--- config.mk ---
export PLATFORM = sky130hd
export DESIGN_NAME = id_ex_stage
export DESIGN_NICKNAME = d
export VERILOG_FILES = /design/src/rtl/id_ex_stage_pkg.sv /design/src/rtl/id_ex_stage_fwd_mux.sv /design/src/rtl/id_ex_stage.sv
export SDC_FILE = /design/constraint.sdc
export NUM_CORES = 1
export LEC_CHECK = 0
export ABC_AREA = 1
export BUFFER_PORTS_ARGS = -buffer_cell sky130_fd_sc_hd__buf_2
export CAP_MARGIN = 20
export CORE_MARGIN = 1
export CORE_UTILIZATION = 50
export CTS_CLUSTER_DIAMETER = 100
export DETAILED_ROUTE_END_ITERATION = 8
export PLACE_DENSITY = 0.9
export SYNTH_ARGS = -nofsm -noshare
export SYNTH_HDL_FRONTEND = slang
export SYNTH_SLANG_ARGS = --single-unit
export TNS_END_PERCENT = 1
--- constraint.sdc ---
create_clock -name clk -period 7 [get_ports clk]
set_input_delay 2.1 -clock clk [delete_from_list [all_inputs] [get_ports clk]]
set_output_delay 2.1 -clock clk [all_outputs]
set_load 0.01 [all_outputs]
--- src/rtl/id_ex_stage_pkg.sv ---
// Shared CPU definitions: datapath widths and ALUFun encodings used by the EX stage.
package cpu_defs;

  localparam int unsigned DATA_W   = 32;
  localparam int unsigned REG_AW   = 5;
  localparam int unsigned SHAMT_W  = 5;
  localparam int unsigned ALUFUN_W = 6;

  // The bubble's alufun is also the ADD code; a bubble is harmless because regwrite=0.
  localparam logic [ALUFUN_W-1:0] ALUFUN_NOP = 6'b000000;
  localparam logic [ALUFUN_W-1:0] ALUFUN_ADD = 6'b000000;
  localparam logic [ALUFUN_W-1:0] ALUFUN_SUB = 6'b000001;
  localparam logic [ALUFUN_W-1:0] ALUFUN_AND = 6'b011000;
  localparam logic [ALUFUN_W-1:0] ALUFUN_OR  = 6'b011110;
  localparam logic [ALUFUN_W-1:0] ALUFUN_XOR = 6'b010110;
  localparam logic [ALUFUN_W-1:0] ALUFUN_NOR = 6'b010001;
  localparam logic [ALUFUN_W-1:0] ALUFUN_A   = 6'b011010;
  localparam logic [ALUFUN_W-1:0] ALUFUN_SLL = 6'b100000;
  localparam logic [ALUFUN_W-1:0] ALUFUN_SRL = 6'b100001;
  localparam logic [ALUFUN_W-1:0] ALUFUN_SRA = 6'b100011;
  localparam logic [ALUFUN_W-1:0] ALUFUN_EQ  = 6'b110011;
  localparam logic [ALUFUN_W-1:0] ALUFUN_NEQ = 6'b110001;
  localparam logic [ALUFUN_W-1:0] ALUFUN_LT  = 6'b110101;
  localparam logic [ALUFUN_W-1:0] ALUFUN_LEZ = 6'b111101;
  localparam logic [ALUFUN_W-1:0] ALUFUN_LTZ = 6'b111011;
  localparam logic [ALUFUN_W-1:0] ALUFUN_GTZ = 6'b111111;

endpackage

--- src/rtl/id_ex_stage_fwd_mux.sv ---
// Operand forwarding mux: MEM result beats WB result beats the register value; r0 never forwards.
module fwd_mux
  import cpu_defs::*;
#(
  parameter int unsigned DATA_W = cpu_defs::DATA_W,
  parameter int unsigned REG_AW = cpu_defs::REG_AW
) (
  input  logic [REG_AW-1:0] addr,
  input  logic [DATA_W-1:0] value,
  input  logic              mem_regwrite,
  input  logic [REG_AW-1:0] mem_rd_addr,
  input  logic [DATA_W-1:0] mem_result,
  input  logic              wb_regwrite,
  input  logic [REG_AW-1:0] wb_rd_addr,
  input  logic [DATA_W-1:0] wb_result,
  output logic [DATA_W-1:0] fwd
);

  logic mem_hit;
  logic wb_hit;

  assign mem_hit = mem_regwrite && (mem_rd_addr != '0) && (mem_rd_addr == addr);
  assign wb_hit  = wb_regwrite  && (wb_rd_addr  != '0) && (wb_rd_addr  == addr);

  always_comb begin
    fwd = value;
    if (mem_hit)     fwd = mem_result;
    else if (wb_hit) fwd = wb_result;
  end

endmodule

--- src/rtl/id_ex_stage.sv ---
// ID/EX pipeline register with MEM/WB operand forwarding, ALU operand selection and load-use detection.
module id_ex_stage
  import cpu_defs::*;
#(
  parameter int unsigned DATA_W = cpu_defs::DATA_W,
  parameter int unsigned REG_AW = cpu_defs::REG_AW
) (
  input  logic              clk,
  input  logic              reset,
  input  logic              id_valid,
  input  logic [REG_AW-1:0] id_rs_addr,
  input  logic [REG_AW-1:0] id_rt_addr,
  input  logic [DATA_W-1:0] id_rs_data,
  input  logic [DATA_W-1:0] id_rt_data,
  input  logic [DATA_W-1:0] id_imm,
  input  logic [4:0]        id_shamt,
  input  logic              id_alusrc1,
  input  logic              id_alusrc2,
  input  logic [5:0]        id_alufun,
  input  logic              id_sign,
  input  logic              id_memread,
  input  logic              id_regwrite,
  input  logic [REG_AW-1:0] id_rd_addr,
  input  logic              stall,
  input  logic              flush,
  input  logic              mem_regwrite,
  input  logic [REG_AW-1:0] mem_rd_addr,
  input  logic [DATA_W-1:0] mem_result,
  input  logic              wb_regwrite,
  input  logic [REG_AW-1:0] wb_rd_addr,
  input  logic [DATA_W-1:0] wb_result,
  output logic              ex_valid,
  output logic [DATA_W-1:0] ex_A,
  output logic [DATA_W-1:0] ex_B,
  output logic [5:0]        ex_alufun,
  output logic              ex_sign,
  output logic [DATA_W-1:0] ex_store_data,
  output logic              ex_regwrite,
  output logic              ex_memread,
  output logic [REG_AW-1:0] ex_rd_addr,
  output logic              load_use
);

  typedef struct packed {
    logic              valid;
    logic [REG_AW-1:0] rs_addr;
    logic [REG_AW-1:0] rt_addr;
    logic [DATA_W-1:0] rs_data;
    logic [DATA_W-1:0] rt_data;
    logic [DATA_W-1:0] imm;
    logic [4:0]        shamt;
    logic              alusrc1;
    logic              alusrc2;
    logic [5:0]        alufun;
    logic              sign;
    logic              memread;
    logic              regwrite;
    logic [REG_AW-1:0] rd_addr;
  } ex_reg_t;

  ex_reg_t q;
  ex_reg_t d;

  logic [DATA_W-1:0] rs_fwd;
  logic [DATA_W-1:0] rt_fwd;
  logic [DATA_W-1:0] rs_refresh;
  logic [DATA_W-1:0] rt_refresh;

  fwd_mux #(.DATA_W(DATA_W), .REG_AW(REG_AW)) u_fwd_rs (
    .addr(q.rs_addr), .value(q.rs_data),
    .mem_regwrite(mem_regwrite), .mem_rd_addr(mem_rd_addr), .mem_result(mem_result),
    .wb_regwrite(wb_regwrite), .wb_rd_addr(wb_rd_addr), .wb_result(wb_result),
    .fwd(rs_fwd)
  );

  fwd_mux #(.DATA_W(DATA_W), .REG_AW(REG_AW)) u_fwd_rt (
    .addr(q.rt_addr), .value(q.rt_data),
    .mem_regwrite(mem_regwrite), .mem_rd_addr(mem_rd_addr), .mem_result(mem_result),
    .wb_regwrite(wb_regwrite), .wb_rd_addr(wb_rd_addr), .wb_result(wb_result),
    .fwd(rt_fwd)
  );

  // With the MEM path disabled the mux yields the held value refreshed by a retiring WB write.
  fwd_mux #(.DATA_W(DATA_W), .REG_AW(REG_AW)) u_refresh_rs (
    .addr(q.rs_addr), .value(q.rs_data),
    .mem_regwrite(1'b0), .mem_rd_addr('0), .mem_result('0),
    .wb_regwrite(wb_regwrite), .wb_rd_addr(wb_rd_addr), .wb_result(wb_result),
    .fwd(rs_refresh)
  );

  fwd_mux #(.DATA_W(DATA_W), .REG_AW(REG_AW)) u_refresh_rt (
    .addr(q.rt_addr), .value(q.rt_data),
    .mem_regwrite(1'b0), .mem_rd_addr('0), .mem_result('0),
    .wb_regwrite(wb_regwrite), .wb_rd_addr(wb_rd_addr), .wb_result(wb_result),
    .fwd(rt_refresh)
  );

  always_comb begin
    d = q;
    if (flush) begin
      d        = '0;
      d.alufun = ALUFUN_NOP;
    end else if (stall) begin
      d.rs_data = rs_refresh;
      d.rt_data = rt_refresh;
    end else begin
      d.valid    = id_valid;
      d.rs_addr  = id_rs_addr;
      d.rt_addr  = id_rt_addr;
      d.rs_data  = id_rs_data;
      d.rt_data  = id_rt_data;
      d.imm      = id_imm;
      d.shamt    = id_shamt;
      d.alusrc1  = id_alusrc1;
      d.alusrc2  = id_alusrc2;
      d.alufun   = id_alufun;
      d.sign     = id_sign;
      d.memread  = id_memread;
      d.regwrite = id_regwrite;
      d.rd_addr  = id_rd_addr;
    end
  end

  always_ff @(posedge clk or negedge reset) begin
    if (!reset) q <= '0;
    else        q <= d;
  end

  assign ex_valid      = q.valid;
  assign ex_A          = q.alusrc1 ? {{(DATA_W-5){1'b0}}, q.shamt} : rs_fwd;
  assign ex_B          = q.alusrc2 ? q.imm : rt_fwd;
  assign ex_alufun     = q.alufun;
  assign ex_sign       = q.sign;
  assign ex_store_data = rt_fwd;
  assign ex_regwrite   = q.regwrite;
  assign ex_memread    = q.memread;
  assign ex_rd_addr    = q.rd_addr;

  assign load_use = q.valid && q.memread && (q.rd_addr != '0) && id_valid &&
                    ((q.rd_addr == id_rs_addr) || (q.rd_addr == id_rt_addr));

endmodule

==> results of run 1 <==
critical path: cells and delay by family:
kind                   cells  cell delay, ps
XOR/XNOR                   1             150
buffers and inverters      3             300
AND/OR/NAND/NOR            6            1570
synth_stat cells:
| library cell | instances | share of area, % |
|---|---|---|
| nand2_1 | 273 | 13 |
| nand3_1 | 272 | 17 |
| dfrtp_1 | 128 | 40 |
| o21ai_0 | 78 | 4.9 |
| inv_1 | 70 | 3.3 |
| a31oi_1 | 64 | 5.0 |
| clkbuf_1 | 36 | 1.7 |
| buf_2 | 34 | 2.1 |
| nand4_1 | 34 | 2.7 |
| and2_1 | 32 | 2.5 |
| buf_4 | 17 | 1.6 |
| xnor2_1 | 13 | 1.4 |
| xor2_1 | 13 | 1.4 |
| buf_1 | 11 | 0.52 |
| nor2_1 | 6 | 0.28 |
| nand3b_1 | 5 | 0.47 |
| a21oi_1 | 4 | 0.25 |
| nor2_4 | 4 | 0.56 |
| nor2_2 | 3 | 0.24 |
| inv_2 | 2 | 0.094 |
| nand2_2 | 1 | 0.078 |
| nand2_4 | 1 | 0.14 |
| nand3_2 | 1 | 0.13 |
| nand3b_4 | 1 | 0.25 |
| nor3_1 | 1 | 0.063 |
| nor3_2 | 1 | 0.13 |
| o21ai_2 | 1 | 0.11 |
routing by layer:
metal	up-vias	global-route usage (%)	share of wire (%)
li1	4263	-	-
met1	4397	42.8	37
met2	781	58.7	47
met3	142	9.48	12
met4	0	18.9	4.5
met5	-	0	0
layout by cell type (no fill, tap or decap), drive strengths merged, types with 19 or more instances in the layout:
cell type and count:
and2 32, dfrtp 128, inv 72, a31oi 64, buf 336, nand4 34, clkbuf 19, o21ai 79
nand2 275, nand3 273
per-stage QoR:
step | power, mW | setup slack (ps) | hold WS, ps
final | 2.27 | 762 | 506
after global routing | 2.35 | 640 | 531
after CTS | 2.26 | 850 | 509
after detailed placement | 1.28 | 858 | 494
after global placement | 1.27 | 989 | 488
after floorplan | 1.07 | 1850 | 475
sequential cells by signal, indices dropped and copies added, names as in the netlist:
signal,flops
ex_sign,1
ex_valid,1
ex_alufun,6
q,113
ex_memread,1
ex_regwrite,1
ex_rd_addr,5
cell families (layout without fill, tap and decap cells):
group,count (synthesis),after routing
AOI/OAI and AO/OA,147,147
other,0,3
buffers and inverters,170,440
and+or+nand+nor,635,635
xor gates and xnor gates,26,26
DFF,128,128
final cells by class:
type                            count  area share, %
Antenna cell                        3         0.0735
Clock buffer                       19           4.43
Clock inverter                     13           2.04
Inverter                           72           2.66
Multi-Input combinational cell    808           39.7
Sequential cell                   128           31.3
Tap cell                          211           2.58
Timing Repair Buffer              336           17.1
worst paths after layout:
check                      slack (ps)  depth (start not counted)     endpoint
hold reg to reg                   510                          2        q[34]
max in group asynchronous        4020                          2        q[68]
setup / recovery                  760                         10      ex_A[9]
setup reg to reg                 4760                          6       q[104]
hold / removal                    510                          2        q[34]
min in group asynchronous        1650                          1  ex_regwrite
power breakdown:
group	total (mW)	switching, mW	internal [mW]
sequential	0.810	0.0241	0.786
combinational	0.473	0.305	0.168
clock	0.984	0.333	0.651
total	2.27	0.663	1.61
==> flow_summary.ini, run 1 <==
[clock_network]
cts_root_buf = clkbuf_16
cts_tree = done
h-tree-depth = 4
postCtsSetupRepairBufs = 0
path_clk_slew_ps = 60
post_cts_resized = 0
hold_buffers = 0
cts_buffers = 17
insertion_delay_ps = 420
clock_sinks = 128
clockBufferDepth = 2

[synth]
synth-xor-area-share_pct = 2.85
muxShareOfSynthArea_pct = 0
ys_seq_area_share_pct = 40.1
ys_ff_latch = 128
synthSimpleGateAreaFrac_pct = 37.4
synth_nets = 1314
syn_area_per_cell_um2 = 7.22
yosysUniqueCellTypes = 27
synth_compound_area_share_pct = 10.3
syn-cell-area_mm2 = 0.00798
synth_top_family_by_area = simple AND/OR/NAND/NOR gates
synth_fa_ha_area_share_pct = 0
yosys_warnings = 0
synth_cells = 1106

[critical_path]
cp_max_fo = 32
crit_chain = buf_2, xnor2_1, nand3_1, nor2_4, nand2_2, nand2_1, nand3_1, nand3_1, inv_1, buf_2
criticalPathCategory = input pin to primary output
start_kind = input pin
cp_slowest_stage_delay_ps = 590
worstSetupStartpoint = wb_rd_addr[2]
crit_slowest_cell = nand2_2
cp_common_cell = nand3_1
cp-end-kind = primary output
r2r_start = q[122]
critPathArrivalTime_ps = 4140
required_ps = 4900

[layout]
layout.nets = 1571
fin_area_mm2 = 0.0102
multi_input_area_mm2 = 0.00406
stdcell_count = 1590
regArea_mm2 = 0.00320
final_layout_size_suffix_gt1_share_pct = 28.0
n_fill_cell = 1295
utilization_pct = 66.5
syn_to_final_growth_pct = 28.1

[floorplanning]
core-area_mm2 = 0.0154
initial_core_util_pct = 51.9
ios = 320
fp.dieW_um = 128
row_count = 45
die_h_um = 128
fp.dieArea_mm2 = 0.0165

[grt]
grt_pass1_wl_um = 45600
grt_max_degree = 110
gr-total-overflow = 0
grt_util_all_layers_pct = 35.7
antenna_found_initial = 2
grt_pass1_vias = 9024

[placed_design]
port_buffers = 319
place_congestion = 0.965
place_inst = 1555
dp_hpwl_um = 19500
placed_area_mm2 = 0.00955

[timing]
max_freq_mhz = 160
setup_viol = 0
report.final.hold_viol_count = 0
relSlewSlack_pct = 27.6
rsz0062_at_grt = false
clock_skew_ps = 12.6
fin_crit_sh_pct = 89.1
tightest_slew_ps = 1090
finalMaxSlewViolations = 0
setup_tns_ps = 0
period_needed_ps = 6240

[routing]
drt_pass1_iterations = 6
routed_wl_um = 29400
vias_per_cell = 6.03
drtIter0Drc = 1103
vias = 9583
drtAntennaViolNets = 0
drc_errors = 0
wl_per_cell_um = 18.5

[min_path]
hold_class = flip-flop to flip-flop
min-delay-start = q[34]

[run]
drv_cap = 0

[power_and_ir_drop]
ir_drop_mv = 0.153
leakagePower_nw = 5.67
power_density_mw_per_mm2 = 222

[status]
status = finished clean
(Power assumes the default switching activity.)
==> run 2: changes to the inputs <==
- ABC_AREA: 1 -> default
==> flow_summary.ini, run 2 <==
[grt]
met1_usage_pct = 34.4
gr-total-overflow = 0
grt_max_degree = 101
grtUsageMet3_pct = 6.68
antenna_found_initial = 1
grt_util_all_layers_pct = 29.7
grt_pass1_vias = 7733
use_met2_pct = 51.0
grt_pass1_wl_um = 38400
busiest_layer = met2

[clock_network]
hold_buffers = 0
clockBufferDepth = 2
h-tree-depth = 4
insertion_delay_ps = 410
cts_tree = done
path_clk_slew_ps = 60
clock_sinks = 128
post_cts_resized = 0
postCtsSetupRepairBufs = 0
cts_buffers = 17
cts_root_buf = clkbuf_16

[routing]
vias = 8140
routed_wl_um = 25400
vias_per_cell = 5.89
drtIter0Drc = 536
drc_errors = 0
wl_per_cell_um = 18.4
drtAntennaViolNets = 0
drt_pass1_iterations = 5

[placed_design]
place_congestion = 0.895
dp_slack_ps = 621
port_buffers = 319
dp_hpwl_um = 17000
place_inst = 1349

[layout]
layout.nets = 1360
largest_reg_flops = 113
final_layout_size_suffix_gt1_share_pct = 36.3
utilization_pct = 65.3
max_flop_register = q
mostFrequentLayoutCell = buf_2
layout.cells.most_common_list = buf_2, nor2_1, dfrtp_1
syn_to_final_growth_pct = 27.3
stdcell_count = 1382

[floorplanning]
fp.dieArea_mm2 = 0.0169
initial_core_util_pct = 51.3
core-area_mm2 = 0.0159
die_h_um = 130
row_count = 46
ios = 320
fp.dieW_um = 130

[critical_path]
start_kind = input pin
criticalPathCategory = input pin to primary output
cp-end-kind = primary output
required_ps = 4900
cp_slowest_stage_delay_ps = 570
rrSetupSlack_ps = 4710
crit_slowest_cell = or4_4
crit_chain = buf_2, or4_4, o21ai_4, buf_12, o31ai_1, and3_1, o31ai_2, buf_2
cp_common_cell = buf_2
r2r_cells = 5
reg2reg_to = q[54]
critPathArrivalTime_ps = 4330
r2r_start = q[121]
cp_max_fo = 24

[synth]
ys_seq_area_share_pct = 39.1
synth_ff_type = dfrtp_1
synth_cells = 892
yosys_warnings = 0
yosysMostFrequentCell = nor2_1
async_flop_share_pct = 100
synthTopCellsByArea = dfrtp_1, mux2i_1, nor2_1, a211oi_1, o31ai_2
synth_edf_count = 0
yosysUniqueCellTypes = 38
synth_common_cells = nor2_1, dfrtp_1, mux2i_1, a211oi_1, clkbuf_1
yosys.area.top_type = dfrtp_1
synth_nets = 1100
synth_top_area_share_pct = 39.1
ys_ff_latch = 128
syn-cell-area_mm2 = 0.00818
syn_area_per_cell_um2 = 9.17

[power_and_ir_drop]
power_density_mw_per_mm2 = 219
p_comb_share_pct = 20.1
p_clk_share_pct = 44.2
leakagePower_nw = 5.36
p_sw_uw = 637
ir_drop_mv = 0.161
p_seq_share_pct = 35.7
p_sw_share_pct = 27.9
intPower_mw = 1.65

[timing]
period_needed_ps = 6430
finalMaxSlewViolations = 0
tightest_slew_ps = 881
clock_skew_ps = 12.0
max_freq_mhz = 155
setup_tns_ps = 0
layout_setup_ws_ps = 569
relSlewSlack_pct = 41.3
setup_viol = 0
fin_crit_sh_pct = 91.9
rsz0062_at_grt = false
report.final.hold_viol_count = 0

[min_path]
min-delay-start = ex_alufun[0]
holdPathEnd = ex_alufun[0]
whs_path_depth = 2
hold_class = flip-flop to flip-flop

[run]
drv_cap = 0

[status]
status = finished clean
## run 2: cell families after synthesis
logic type | count (synthesis) | synth area share, %
simple gates | 333 | 18.7
mux | 96 | 11.8
compound gates | 175 | 19.0
xor+xnor | 30 | 3.21
buf+inv | 130 | 8.14
flops | 128 | 39.1
## run 2: power groups by stage
stage | sequential, mW | combinational, mW | clock (mW)
floorplan | 0.816 | 0.275 | 0
global placement | 0.824 | 0.443 | 0
detailed placement | 0.827 | 0.454 | 0
CTS | 0.814 | 0.458 | 1.02
global route | 0.819 | 0.500 | 1.05
finish | 0.815 | 0.459 | 1.01
## run 2: final cells by class
| type | instances | area [um^2] |
|---|---|---|
| fillers | 1256 | 5530 |
| multi-input cells | 634 | 4320 |
| flip-flops and latches | 128 | 3200 |
| repair buffers | 334 | 1810 |
| clock buffers | 20 | 467 |
| well taps | 216 | 270 |
| clock inverters | 12 | 205 |
| inverters | 37 | 139 |
| diodes | 1 | 2.50 |
## run 2: metrics by stage
step / area (um^2) / hold slack (ps) / power (mW)
6_report: 10400 / 521 / 2.28
5_1_grt: 10400 / 539 / 2.37
4_1_cts: 10400 / 526 / 2.29
3_5_place_dp: 9740 / 513 / 1.28
3_3_place_gp: 9740 / 497 / 1.27
2_1_floorplan: 8180 / 484 / 1.09
## run 2: worst max-delay path: cells and delay by family
kind | cells | cell delay (ps)
compound gates | 3 | 880
simple gates | 2 | 810
buf+inv | 3 | 530
## run 2: metal layers
metal / routed length, um / share of wire (%)
met1: 9750 / 38
met2: 12900 / 51
met3: 1760 / 6.9
met4: 1000 / 3.9
met5: 0 / 0
## run 2: worst max path at each step
| stage | cells past startpoint | slack [ps] | end | startpoint |
|---|---|---|---|---|
| 6_report | 8 | 570 | ex_B[13] | wb_rd_addr[3] |
| 5_1_grt | 8 | 460 | ex_B[13] | wb_rd_addr[3] |
| 4_1_cts | 8 | 570 | ex_B[13] | wb_rd_addr[3] |
| 3_5_place_dp | 8 | 620 | ex_B[13] | wb_rd_addr[3] |
| 3_3_place_gp | 8 | 660 | ex_B[7] | wb_rd_addr[3] |
| 2_1_floorplan | 7 | 1210 | ex_B[0] | wb_rd_addr[3] |
